File: src/rtl/fifo_wr_arbiter.sv
// Packet-level round-robin arbiter sharing one FIFO write port among NUM_REQ producers.
// A grant lasts until the packet ends, the burst cap is reached, or the owner drops req.
module fifo_wr_arbiter #(
   parameter int unsigned DATA_W    = 32,
   parameter int unsigned NUM_REQ   = 4,
   parameter int unsigned IDX_W     = 2,
   parameter int unsigned BURST_MAX = 4
) (
   input  logic                      clk,
   input  logic                      rst,
   input  logic [NUM_REQ-1:0]        req,
   input  logic [NUM_REQ*DATA_W-1:0] req_data,
   input  logic [NUM_REQ-1:0]        req_last,
   output logic [NUM_REQ-1:0]        gnt,
   output logic [NUM_REQ-1:0]        accept,
   output logic                      fifo_wr,
   output logic [DATA_W-1:0]         fifo_data,
   input  logic                      stack_full,
   output logic [IDX_W-1:0]          owner,
   output logic                      busy
);

   localparam logic [3:0] BurstLast = 4'(BURST_MAX - 1);

   typedef enum logic [0:0] {StIdle, StXfer} state_e;

   state_e           state_q;
   logic [3:0]       cnt_q;
   logic [IDX_W-1:0] last_owner_q;

   logic             pick_valid;
   logic [IDX_W-1:0] pick_idx;
   logic [IDX_W-1:0] cand_idx;
   logic [31:0]      cand;
   logic             release_now;

   // Circular search starting one past the previous owner.
   always_comb begin
      pick_valid = 1'b0;
      pick_idx   = '0;
      cand       = '0;
      cand_idx   = '0;
      for (int unsigned k = 1; k <= NUM_REQ; k++) begin
         cand     = (32'(last_owner_q) + k) % NUM_REQ;
         cand_idx = IDX_W'(cand);
         if (!pick_valid && req[cand_idx]) begin
            pick_valid = 1'b1;
            pick_idx   = cand_idx;
         end
      end
   end

   // Write strobe depends only on registered state and control inputs, never on data.
   always_comb begin
      accept = '0;
      if (state_q == StXfer && gnt[owner] && req[owner] && !stack_full) begin
         accept[owner] = 1'b1;
      end
   end

   assign fifo_wr   = |accept;
   assign fifo_data = req_data[32'(owner) * DATA_W +: DATA_W];

   assign release_now = !req[owner] ||
                        (fifo_wr && (req_last[owner] || cnt_q == BurstLast));

   always_ff @(posedge clk or negedge rst) begin
      if (!rst) begin
         state_q      <= StIdle;
         gnt          <= '0;
         owner        <= '0;
         busy         <= 1'b0;
         cnt_q        <= '0;
         last_owner_q <= IDX_W'(NUM_REQ - 1);
      end else begin
         unique case (state_q)
            StIdle: begin
               if (pick_valid) begin
                  gnt     <= NUM_REQ'(1) << pick_idx;
                  owner   <= pick_idx;
                  busy    <= 1'b1;
                  cnt_q   <= '0;
                  state_q <= StXfer;
               end
            end
            StXfer: begin
               if (release_now) begin
                  last_owner_q <= owner;
                  gnt          <= '0;
                  busy         <= 1'b0;
                  cnt_q        <= '0;
                  state_q      <= StIdle;
               end else if (fifo_wr) begin
                  cnt_q <= cnt_q + 4'd1;
               end
            end
            default: state_q <= StIdle;
         endcase
      end
   end

endmodule
File: config.mk
export PLATFORM = sky130hd
export DESIGN_NAME = fifo_wr_arbiter
export DESIGN_NICKNAME = d
export VERILOG_FILES = /design/src/rtl/fifo_wr_arbiter.sv
export SDC_FILE = /design/constraint.sdc
export NUM_CORES = 1
export LEC_CHECK = 0
export ABC_AREA = 1
export CELL_PAD_IN_SITES_DETAIL_PLACEMENT = 1
export CELL_PAD_IN_SITES_GLOBAL_PLACEMENT = 2
export CORE_UTILIZATION = 13
export CTS_CLUSTER_SIZE = 10
export DETAILED_ROUTE_END_ITERATION = 10
export GPL_TIMING_DRIVEN = 0
export PLACE_DENSITY_LB_ADDON = 0.1
export SETUP_SLACK_MARGIN = 0.15
export SYNTH_ARGS = -nofsm -noshare
export SYNTH_HDL_FRONTEND = slang
export SYNTH_SLANG_ARGS = --single-unit
File: constraint.sdc
create_clock -name clk -period 2.7 [get_ports clk]
set_input_delay 0.54 -clock clk [delete_from_list [all_inputs] [get_ports clk]]
set_output_delay 0.54 -clock clk [all_outputs]
set_load 0.05 [all_outputs]
# --- Word level (Yosys, flattened, before mapping) ---
# Index checks and enable logic that the tools add are counted.
classes:
  add_sub_neg: 5
  order_cmp: 6
  eq_ne: 4
  shifts: 2
  mux: 38
  n_bitwise: 1
  n_reduce_logical: 20
ops:
  columns: ["operator", "n"]
  rows:
  - ["128-bit by 8-bit indexed part select with 32-bit output", 1]
  - ["4-bit two-way mux", 6]
  - ["1-bit two-way mux", 16]
  - ["4-bit one-hot mux with 2 select lines", 2]
  - ["2-bit by 3-bit less-than comparator with 1-bit output (second input constant)", 5]
  - ["1-bit binary-select mux with 2-bit select", 7]
  - ["1-bit logical AND", 8]
  - ["2-bit two-way mux", 4]
  - ["2-bit AND reduction", 4]
  - ["1-bit zero test", 5]
  - ["2-bit by 1-bit adder with 2-bit output (second input constant)", 2]
  - ["2-bit adder (second input constant)", 2]
  - ["4-bit by 1-bit adder with 4-bit output (second input constant)", 1]
  - ["4-bit by 2-bit equality test with 1-bit output (second input constant)", 1]
  - ["1-bit one-hot mux with 2 select lines", 2]
  - ["4-bit OR reduction", 1]
  - ["1-bit by 2-bit left shift with 4-bit output (first input constant)", 1]
  - ["3-bit by 2-bit inequality test with 1-bit output (second input constant)", 1]
  - ["1-bit demux with 2-bit select", 1]
  - ["2-bit by 1-bit >= comparator with 1-bit output (second input constant)", 1]
  - ["1-bit logical OR", 2]
  - ["2-bit by 1-bit inequality test with 1-bit output (second input constant)", 1]
  - ["2-bit inequality test (second input constant)", 1]
  - ["1-bit inverter", 1]
totals:
  ff_bits: 14
  in_bits: 139
  output_inout_bits: 44
  word_cells: 82

# --- Logic depth before layout (Yosys ltp) ---
# Gate-level depths: netlist of the first run.
depth:
  depth_word: 16
  ltp_mapped: 12
  ltp_nobuf: 12

# --- Worst setup path after synthesis of the first run ---
# No wires, ideal clock.
synth_timing:
  path_kind: "register to output"
  startpoint: "register owner[1]"
  endpoint: "output accept[1]"
  t_arrival_ns: 2.560
  t_required_ns: 2.160
  slack_ns: -0.400
  stages_incl_launch_ff: 11
  n_path_buf: 1
  path_cell_list: "dfrtp_1 > buf_2 > nor2_2 > nand2_1 > nand2_1 > nor2_1 > nor2_2 > inv_2 > nor2_2 > inv_2 > nor2_1"
synth_between:
  elab_chain_len: 6
  word_cells_on_any_way: 13
  cone_classes: "2 x order compare; 7 x mux; 4 x reduce/logical"
synth_rtl:
  columns: ["element", "line_no", "text"]
  rows:
  - ["start: declaration", "19", "output logic [IDX_W-1:0] owner,"]
  - ["start signal: assignment", "80", "owner <= pick_idx;"]
  - ["branches (longest 5 deep; another with 2-bit by 3-bit less-than comparator with 1-bit output)", null, null]
  - ["4-bit two-way mux (*)", "56", "if (state_q == StXfer && gnt[owner] && req[owner] && !stack_full) begin"]
  - ["end: declaration", "15", "output logic [NUM_REQ-1:0] accept,"]
# Every way passes the cells marked *. The select of a mux whose other input is x is not followed.

# --- Worst setup path in the final report of the first run ---
layout_timing:
  startpoint: "register owner[1]"
  endpoint: "output accept[0]"
# Same word-level chain as after synthesis.

==> impl_metrics.tcl, run 1 <==
set metrics [dict create \
    setup_tns_ps 0 \
    setup_slack_ps 284 \
    dr.pass1.iters 4 \
    cts-htree-levels 1 \
    via_count 2780 \
    routabilityCongestion 0.752 \
    synth_area_per_cell_um2 5.96 \
    power_mw 4.81 \
    fin_nets 633 \
    p_leak_nw 1.76 \
    max_freq_mhz 414 \
    worstSetupEndpointType "output pin" \
    worst_setup_path_start_kind "register" \
    wl_per_cell_um 16.5 \
    dpl-instance-area_um2 3880 \
    finalClockSkew_ps 0.625 \
    drv_slew 0 \
    synth-main-ff-cell "dfrtp_1" \
    synth_cell_types 27 \
    yosys_register_bits 14 \
    worstHoldPathType "reg2reg" \
    critPathRequiredTime_ps 2160 \
    criticalPathCategory "reg2out" \
    initial_utilization_pct 13.4 \
    cp_data_arrival_time_ps 1880 \
    drive_gt1_share_pct 20.7 \
    grt_use_total_pct 15.2 \
    crit_chain "buf_6 > nor2_4 > nand2_1 > nand2_1 > nor2_1 > nor2_2 > inv_2 > nor2_4 > inv_4 > nor3_4 > buf_6" \
    final_util_pct 29.2 \
    place_hpwl_um 9110 \
    synth_edf_count 0 \
    finalCritPeriodShare_pct 89.5 \
    final_common_cell "clkdlybuf4s50_1" \
    stdcell_area_um2 3880 \
    final_cell_mix "clkdlybuf4s50_1, nand2_1, a22oi_1" \
    die-area_um2 14200 \
    drc_errors 0 \
    run_status "finished, final reports clean" \
    cts_made_buffers 3 \
    finalCriticalPeriod_ps 2420 \
    rsz0062_at_grt "yes" \
    drtAntennaViolNets 0 \
    clock_sinks 14 \
    cts.path.max_buffers 2 \
    std_cell_rows 42 \
    via_per_inst 4.16 \
    drt-initial-drc-count 72 \
    overflow 0 \
    ys_warn_count 0 \
    fp.dieW_um 119 \
    slowest_stage "dfrtp_2" \
    grt_max_degree 15 \
    antenna_found_initial 0 \
    max_stage_delay_ps 400 \
    io_pins 183 \
    n_antenna_cell 0 \
    io_buffers 182 \
    synth_cells 299 \
    yosysTopAreaCellShare_pct 26.8 \
    max_slew_margin_pct 55.1 \
    dp_slack_ps -743 \
    area_growth_pct 118 \
    tightest_slew_ps 671 \
    fp.coreArea_um2 13300 \
    clk_latency_ps 250 \
    async_flop_share_pct 100 \
    ctsHoldBuffers 0 \
    routed_wl_um 11000 \
    synth_area_um2 1780 \
    grt_pass1_vias 2918 \
    synthTopCellsByArea "nand2_1, a22oi_1, dfrtp_1, nand3_1, dfstp_2" \
    max_cap_violations 0 \
    hold_violations 0 \
    setup_violations 0 \
    yosys.area.top_type "nand2_1" \
    yosysSeqAreaShare_pct 19.8 \
    syn-num-nets 439 \
    ir_drop_mv 0.516 \
    cp_max_fo 8 \
    tritoncts "built" \
    cellPowerDensity_nw_per_um2 1240 \
    cts.clk_slew.worst_paths_ps 50 \
    grt_pass1_wl_um 16800 \
    die_h_um 119 \
    clock-root-buffer "clkbuf_16" \
]
layout make-up:
| class | count | area (µm²) |
|---|---|---|
| flip-flops and latches | 14 | 355 |
| inverters | 20 | 82.6 |
| multi-input cells | 250 | 1320 |
| repair buffers | 189 | 1700 |
| plain buffers | 15 | 110 |
| well taps | 176 | 220 |
| clock buffers | 4 | 88.8 |
| fillers | 1636 | 9410 |
metal layers:
metal  vias to the layer above  GRT usage [%]  share of wire [%]  wire (µm)
met5                         -              0                  0          0
met4                         0           2.37               0.52         57
met3                         5           2.63                6.6        722
met2                       102           26.8                 48       5330
met1                      1271           19.6                 44       4890
li1                       1402              -                  -          -
critical path: cells and delay by family, from the launching register on:
family,cells,cell delay [ps]
buffers and inverters,4,480
flip-flops,1,400
AND/OR/NAND/NOR,7,740
cells in the mapped netlist, types with 3 or more instances:
master / number
a22oi_1: 48
nor2_1: 11
o21ai_1: 6
buf_2: 5
inv_2: 9
nand2_2: 5
clkbuf_1: 8
dfrtp_1: 12
nand2_1: 127
inv_1: 11
nand3_1: 32
nor2_2: 3
sequential cells by signal, summed over array words and instances, names as in the netlist:
register and count:
last_owner_q 2, cnt_q 4, gnt 4, owner 2, state_q 1, busy 1
stage by stage:
step / cells / hold WS [ps]
2_1_floorplan: 299 / 244
3_3_place_gp: 657 / 461
3_5_place_dp: 657 / 470
4_1_cts: 662 / 485
5_1_grt: 668 / 512
6_report: 668 / 476
cells by family (layout without fill, tap and decap cells):
family / count (synthesis) / after routing / synth area share (%)
AOI/OAI and AO/OA: 59 / 59 / 23.8
xor gates and xnor gates: 2 / 2 / 0.983
adders and majority gates: 1 / 1 / 0.702
buffers and inverters: 35 / 228 / 8.36
DFF: 14 / 14 / 19.8
and+or+nand+nor: 188 / 188 / 46.3
what timing repair did:
item	in CTS	in global routing
resized for setup	191	26
pin swaps	3	4
setup endpoints to repair	37	28
setup buffers	1	6
power by group:
part / internal [mW] / switching (mW) / leakage, nW / total (mW)
clock network: 0.225 / 0.0915 / 0.0442 / 0.316
registers: 0.305 / 0.0703 / 0.172 / 0.375
logic: 1.21 / 2.91 / 1.55 / 4.12
total: 1.74 / 3.08 / 1.76 / 4.81
final timing paths:
check                         start  slack, ps  cells after the start         to
min                            busy        480                      2       busy
min in group asynchronous       rst        700                      1   cnt_q[1]
min reg2reg                    busy        480                      2       busy
max                        owner[1]        280                     11  accept[0]
max in group asynchronous       rst       1520                      1   owner[1]
max reg2reg                owner[1]        960                     12     gnt[2]
Power figures use the tool's default switching activity.
==> run 2, diff against run 1 <==
Settings changed: CORE_UTILIZATION 13 to 12.
Clock period 2.7 ns to 2.55 ns, I/O delays scaled along.
==> impl_metrics.tcl, run 2 (synthesis gave the netlist of run 1 again) <==
set metrics [dict create \
    antenna_found_initial 1 \
    crit_chain "buf_12 > nand2_1 > nand2_1 > nand2_1 > nand2_2 > nor2_4 > inv_2 > nor2_4 > inv_4 > nor3_4 > buf_6" \
    overflow 0 \
    clock-root-buffer "clkbuf_16" \
    max_slew_margin_pct 50.6 \
    criticalPathCategory "reg2out" \
    via_count 2810 \
    reg_top3 "cnt_q: 4 flops, gnt: 4 flops" \
    cts-htree-levels 1 \
    tightest_slew_ps 739 \
    cts.clk_slew.worst_paths_ps 50 \
    cp_num_buf_inv 4 \
    ir_drop_mv 0.545 \
    setup_tns_ps 0 \
    die-area_um2 15300 \
    switchingPower_mw 3.29 \
    route.top_layer_used "met5" \
    p_seq_share_pct 7.6 \
    worstRegToRegCells 11 \
    grt_max_degree 15 \
    holdWs_ps 474 \
    run_status "finished, final reports clean" \
    cts.path.max_buffers 2 \
    final_cell_mix "clkdlybuf4s50_1, nand2_1, a22oi_1" \
    seqCellArea_um2 355 \
    routed_wl_um 11500 \
    max_freq_mhz 436 \
    slowest_stage "dfrtp_2" \
    tritoncts "built" \
    rsz0062_at_grt "yes" \
    met1_length_um 4710 \
    clk_latency_ps 240 \
    setup_slack_ps 255 \
    routed-wl-met2_um 5620 \
    dp_slack_ps -858 \
    p_leak_nw 1.78 \
    worstSetupEndpointType "output pin" \
    final_common_cell "clkdlybuf4s50_1" \
    wl_per_cell_um 17.0 \
    drv_slew 0 \
    grt_pass1_wl_um 16500 \
    critPathRequiredTime_ps 2040 \
    cp_data_arrival_time_ps 1780 \
    placed_cells 665 \
    power_mw 5.31 \
    io_pins 183 \
    area_growth_pct 123 \
    fin_nets 630 \
    comb_power_share_pct 86.6 \
    worst_setup_path_start_kind "register" \
    max_stage_delay_ps 440 \
    grt_pass1_vias 2865 \
    hold_depth 2 \
    stdcell_area_um2 3980 \
    worstHoldPathType "reg2reg" \
    fp.coreArea_um2 14500 \
    final_util_pct 27.4 \
    pwr-share-clk_pct 5.8 \
    dr.pass1.iters 4 \
    crit_family "simple AND/OR/NAND/NOR gates" \
    cp_max_fo 10 \
    std_cell_rows 44 \
    nFillCells 1784 \
    multi_input_area_um2 1330 \
    cellPowerDensity_nw_per_um2 1330 \
    setup_violations 0 \
    ctsHoldBuffers 0 \
    crit_top_cell "nand2_1" \
    hold_violations 0 \
    place_hpwl_um 9470 \
    initial_utilization_pct 12.3 \
    grt_use_total_pct 14.2 \
    dpl-instance-area_um2 3890 \
    io_buffers 182 \
    routabilityCongestion 0.691 \
    drc_errors 0 \
    via_per_inst 4.17 \
    cp.depth 11 \
    max_cap_violations 0 \
    p_sw_share_pct 61.9 \
    drtAntennaViolNets 0 \
    clock_sinks 14 \
    cts_made_buffers 3 \
    p_int_mw 2.02 \
    drt-initial-drc-count 66 \
    finalCritPeriodShare_pct 90.0 \
    final_cells 674 \
    routed-wl-met3_um 1090 \
    drive_gt1_share_pct 20.2 \
    finalCriticalPeriod_ps 2290 \
    finalClockSkew_ps 5.30 \
    die_h_um 124 \
    fp.dieW_um 124 \
]
-- run 2: cell types whose count changed in the layout (fill, tap and decap cells not counted), moves of 2 or more --
cell,delta
buf_2,-28
buf_4,+26
buf_6,+2
clkbuf_2,-3
clkbuf_4,-2
-- run 2: final cells by class --
class	count	area share, %
inverters	20	2.14
well taps	184	5.78
diodes	1	0.0629
repair buffers	186	44.2
flip-flops and latches	14	8.93
multi-input cells	250	33.5
plain buffers	15	3.49
clock buffers	4	1.98
-- run 2: worst paths after layout --
path	from	endpoint	slack (ps)
setup / recovery	owner[0]	accept[0]	260
hold / removal	busy	busy	470
setup reg to reg	last_owner_q[0]	gnt[0]	830
hold reg to reg	busy	busy	470
max in group asynchronous	rst	owner[1]	1330
min in group asynchronous	rst	cnt_q[0]	700
-- run 2: worst reg2reg max path, cell delays in order (launching register included) --
cell     delay (ps)
dfstp_2         530
buf_4           170
nand2_1          70
nand2_1         110
nand2_1          60
nand2_1         110
inv_2            60
nand3_2          90
nand2_4         100
nor2_1          210
nand2_1          90
nand2_1          70
-- run 2: what timing repair did --
item,CTS,global route
pin swaps,3,3
resized for setup,248,15
setup endpoints to repair,37,37
setup buffers,2,2
-- run 2: routing by layer --
layer,GRT usage [%],up-vias
met4,1.81,2
met5,0,-
li1,-,1406
met2,26.6,109
met3,3.43,4
met1,16.5,1289
-- run 2: power groups by stage --
stage / logic [mW] / registers [mW] / clock network (mW)
after floorplan: 2.90 / 0.537 / 0
after global placement: 4.60 / 0.415 / 0
after detailed placement: 4.61 / 0.414 / 0
after CTS: 4.61 / 0.412 / 0.321
after global routing: 4.98 / 0.416 / 0.327
final: 4.60 / 0.403 / 0.308
==> run 3, diff against run 2 <==
Settings changed: CORE_UTILIZATION 12 to 13, REMOVE_ABC_BUFFERS set to 1.
Clock period 2.55 ns to 2.9 ns, I/O delays scaled along.
==> impl_metrics.tcl, run 3 (synthesis gave the netlist of run 1 again) <==
set metrics [dict create \
    cellPowerDensity_nw_per_um2 1150 \
    overflow 0 \
    crit_top_cell "nand2_1" \
    grt_pass1_wl_um 18000 \
    via_per_inst 4.24 \
    cts-htree-levels 1 \
    wl_per_cell_um 17.5 \
    clock-root-buffer "clkbuf_16" \
    place_hpwl_um 8790 \
    routabilityCongestion 0.779 \
    finalCritPeriodShare_pct 91.5 \
    multi_input_area_um2 1330 \
    max_slew_margin_pct 51.2 \
    drtAntennaViolNets 0 \
    clock_sinks 14 \
    fp.coreArea_um2 13300 \
    final_cell_mix "clkdlybuf4s50_1, nand2_1, a22oi_1" \
    finalCriticalPeriod_ps 2650 \
    cp_max_fo 4 \
    antenna_found_initial 0 \
    grt_use_total_pct 16.4 \
    n_antenna_cell 0 \
    max_cap_violations 0 \
    max_freq_mhz 377 \
    crit_chain "clkdlybuf4s50_1 > inv_1 > nand2_1 > nand2_1 > nand2_1 > nand2_2 > nor2_4 > inv_2 > nor2_4 > inv_2 > nor3_4 > buf_6" \
    fp.dieW_um 119 \
    run_status "finished, final reports clean" \
    setup_violations 0 \
    p_leak_nw 1.78 \
    std_cell_rows 42 \
    clk_latency_ps 240 \
    io_buffers 182 \
    reg_top3 "cnt_q: 4 flops, gnt: 4 flops" \
    criticalPathCategory "in2out" \
    cts_made_buffers 3 \
    slowest_stage "clkdlybuf4s50_1" \
    via_count 2830 \
    worstSetupEndpointType "output pin" \
    critPathRequiredTime_ps 2320 \
    die_h_um 119 \
    ctsHoldBuffers 0 \
    grt_max_degree 17 \
    cts.clk_slew.worst_paths_ps 50 \
    routed_wl_um 11700 \
    tightest_slew_ps 729 \
    tritoncts "built" \
    nFillCells 1645 \
    drt-initial-drc-count 77 \
    dr.pass1.iters 4 \
    finalClockSkew_ps 4.47 \
    worst_setup_path_start_kind "primary input" \
    fin_nets 632 \
    hold_violations 0 \
    cp_num_buf_inv 5 \
    die-area_um2 14200 \
    drive_gt1_share_pct 15.3 \
    final_common_cell "clkdlybuf4s50_1" \
    grt_pass1_vias 3020 \
    max_stage_delay_ps 480 \
    power_mw 4.69 \
    rsz0062_at_grt "yes" \
    seqCellArea_um2 358 \
    crit_family "buffers and inverters" \
    initial_utilization_pct 13.4 \
    drv_slew 0 \
    io_pins 183 \
    drc_errors 0 \
    area_growth_pct 128 \
    ir_drop_mv 0.387 \
    cp_data_arrival_time_ps 2070 \
    setup_tns_ps 0 \
    worstHoldPathType "reg2reg" \
    cts.path.max_buffers 2 \
]
-- run 3: cell count changes in the layout (fill, tap and decap cells not counted), moves of 3 or more --
cell	previous run	this run
dlygate4sd2_1	3	21
buf_12	1	5
clkbuf_4	5	0
clkdlybuf4s15_1	0	4
buf_4	39	14
clkdlybuf4s15_2	0	6
buf_2	4	0
clkinvlp_4	0	4
buf_6	5	2
clkbuf_2	1	4
-- run 3: per-layer routing --
metal | track usage, % | routed length, µm | up-vias
li1 | - | - | 1401
met1 | 20.9 | 5270 | 1322
met2 | 28.9 | 5570 | 105
met3 | 3.78 | 803 | 2
met4 | 1.42 | 16 | 0
met5 | 0 | 0 | -
-- run 3: tightest hold or removal path: cells and delay by family (launching register included) --
kind,cells,cell delay [ps]
and+or+nand+nor,2,100
DFF,1,340
-- run 3: what timing repair did --
| action | CTS | global route |
|---|---|---|
| pin swaps | 4 | 2 |
| setup buffers | 15 | 2 |
| resized for setup | 84 | 16 |
| gates cloned | 4 | 0 |
| endpoints found under the setup margin | 37 | 29 |
-- run 3: cell type report --
class	instances	share of cell area (%)
multi-input combinational	252	32.8
tap	176	5.42
sequential	14	8.81
inverter	20	2.03
timing repair inverter	2	0.370
clock buffer	4	1.94
timing repair buffer	199	48.6
-- run 3: path summary, 6_finish.rpt --
| kind | from | cells past startpoint | slack, ps | to |
|---|---|---|---|---|
| setup / recovery | req[0] | 12 | 250 | accept[0] |
| hold / removal | busy | 2 | 470 | busy |
| setup reg to reg | owner[0] | 12 | 1020 | gnt[3] |
| hold reg to reg | busy | 2 | 470 | busy |
| max in group asynchronous | rst | 1 | 1590 | owner[0] |
| min in group asynchronous | rst | 1 | 770 | cnt_q[0] |
-- run 3: per-stage QoR --
step                      instance area [µm²]  util [%]  setup slack (ps)  hold WS, ps  cells
after CTS                                4030      30.3               151          471    665
final                                    4060      30.5               246          466    667
after global routing                     4060      30.5               107          495    667
after detailed placement                 3760      28.3              -838          460    642
after floorplan                          1710         -              -801          284    284
after global placement                   3750      28.2             -1770          462    642
-- run 3: power breakdown --
part	switching, mW	leakage [nW]	total (mW)	internal, mW
Sequential	0.142	0.172	0.429	0.288
Combinational	2.71	1.57	3.99	1.28
Clock	0.0831	0.0382	0.269	0.186
Total	2.93	1.78	4.69	1.75
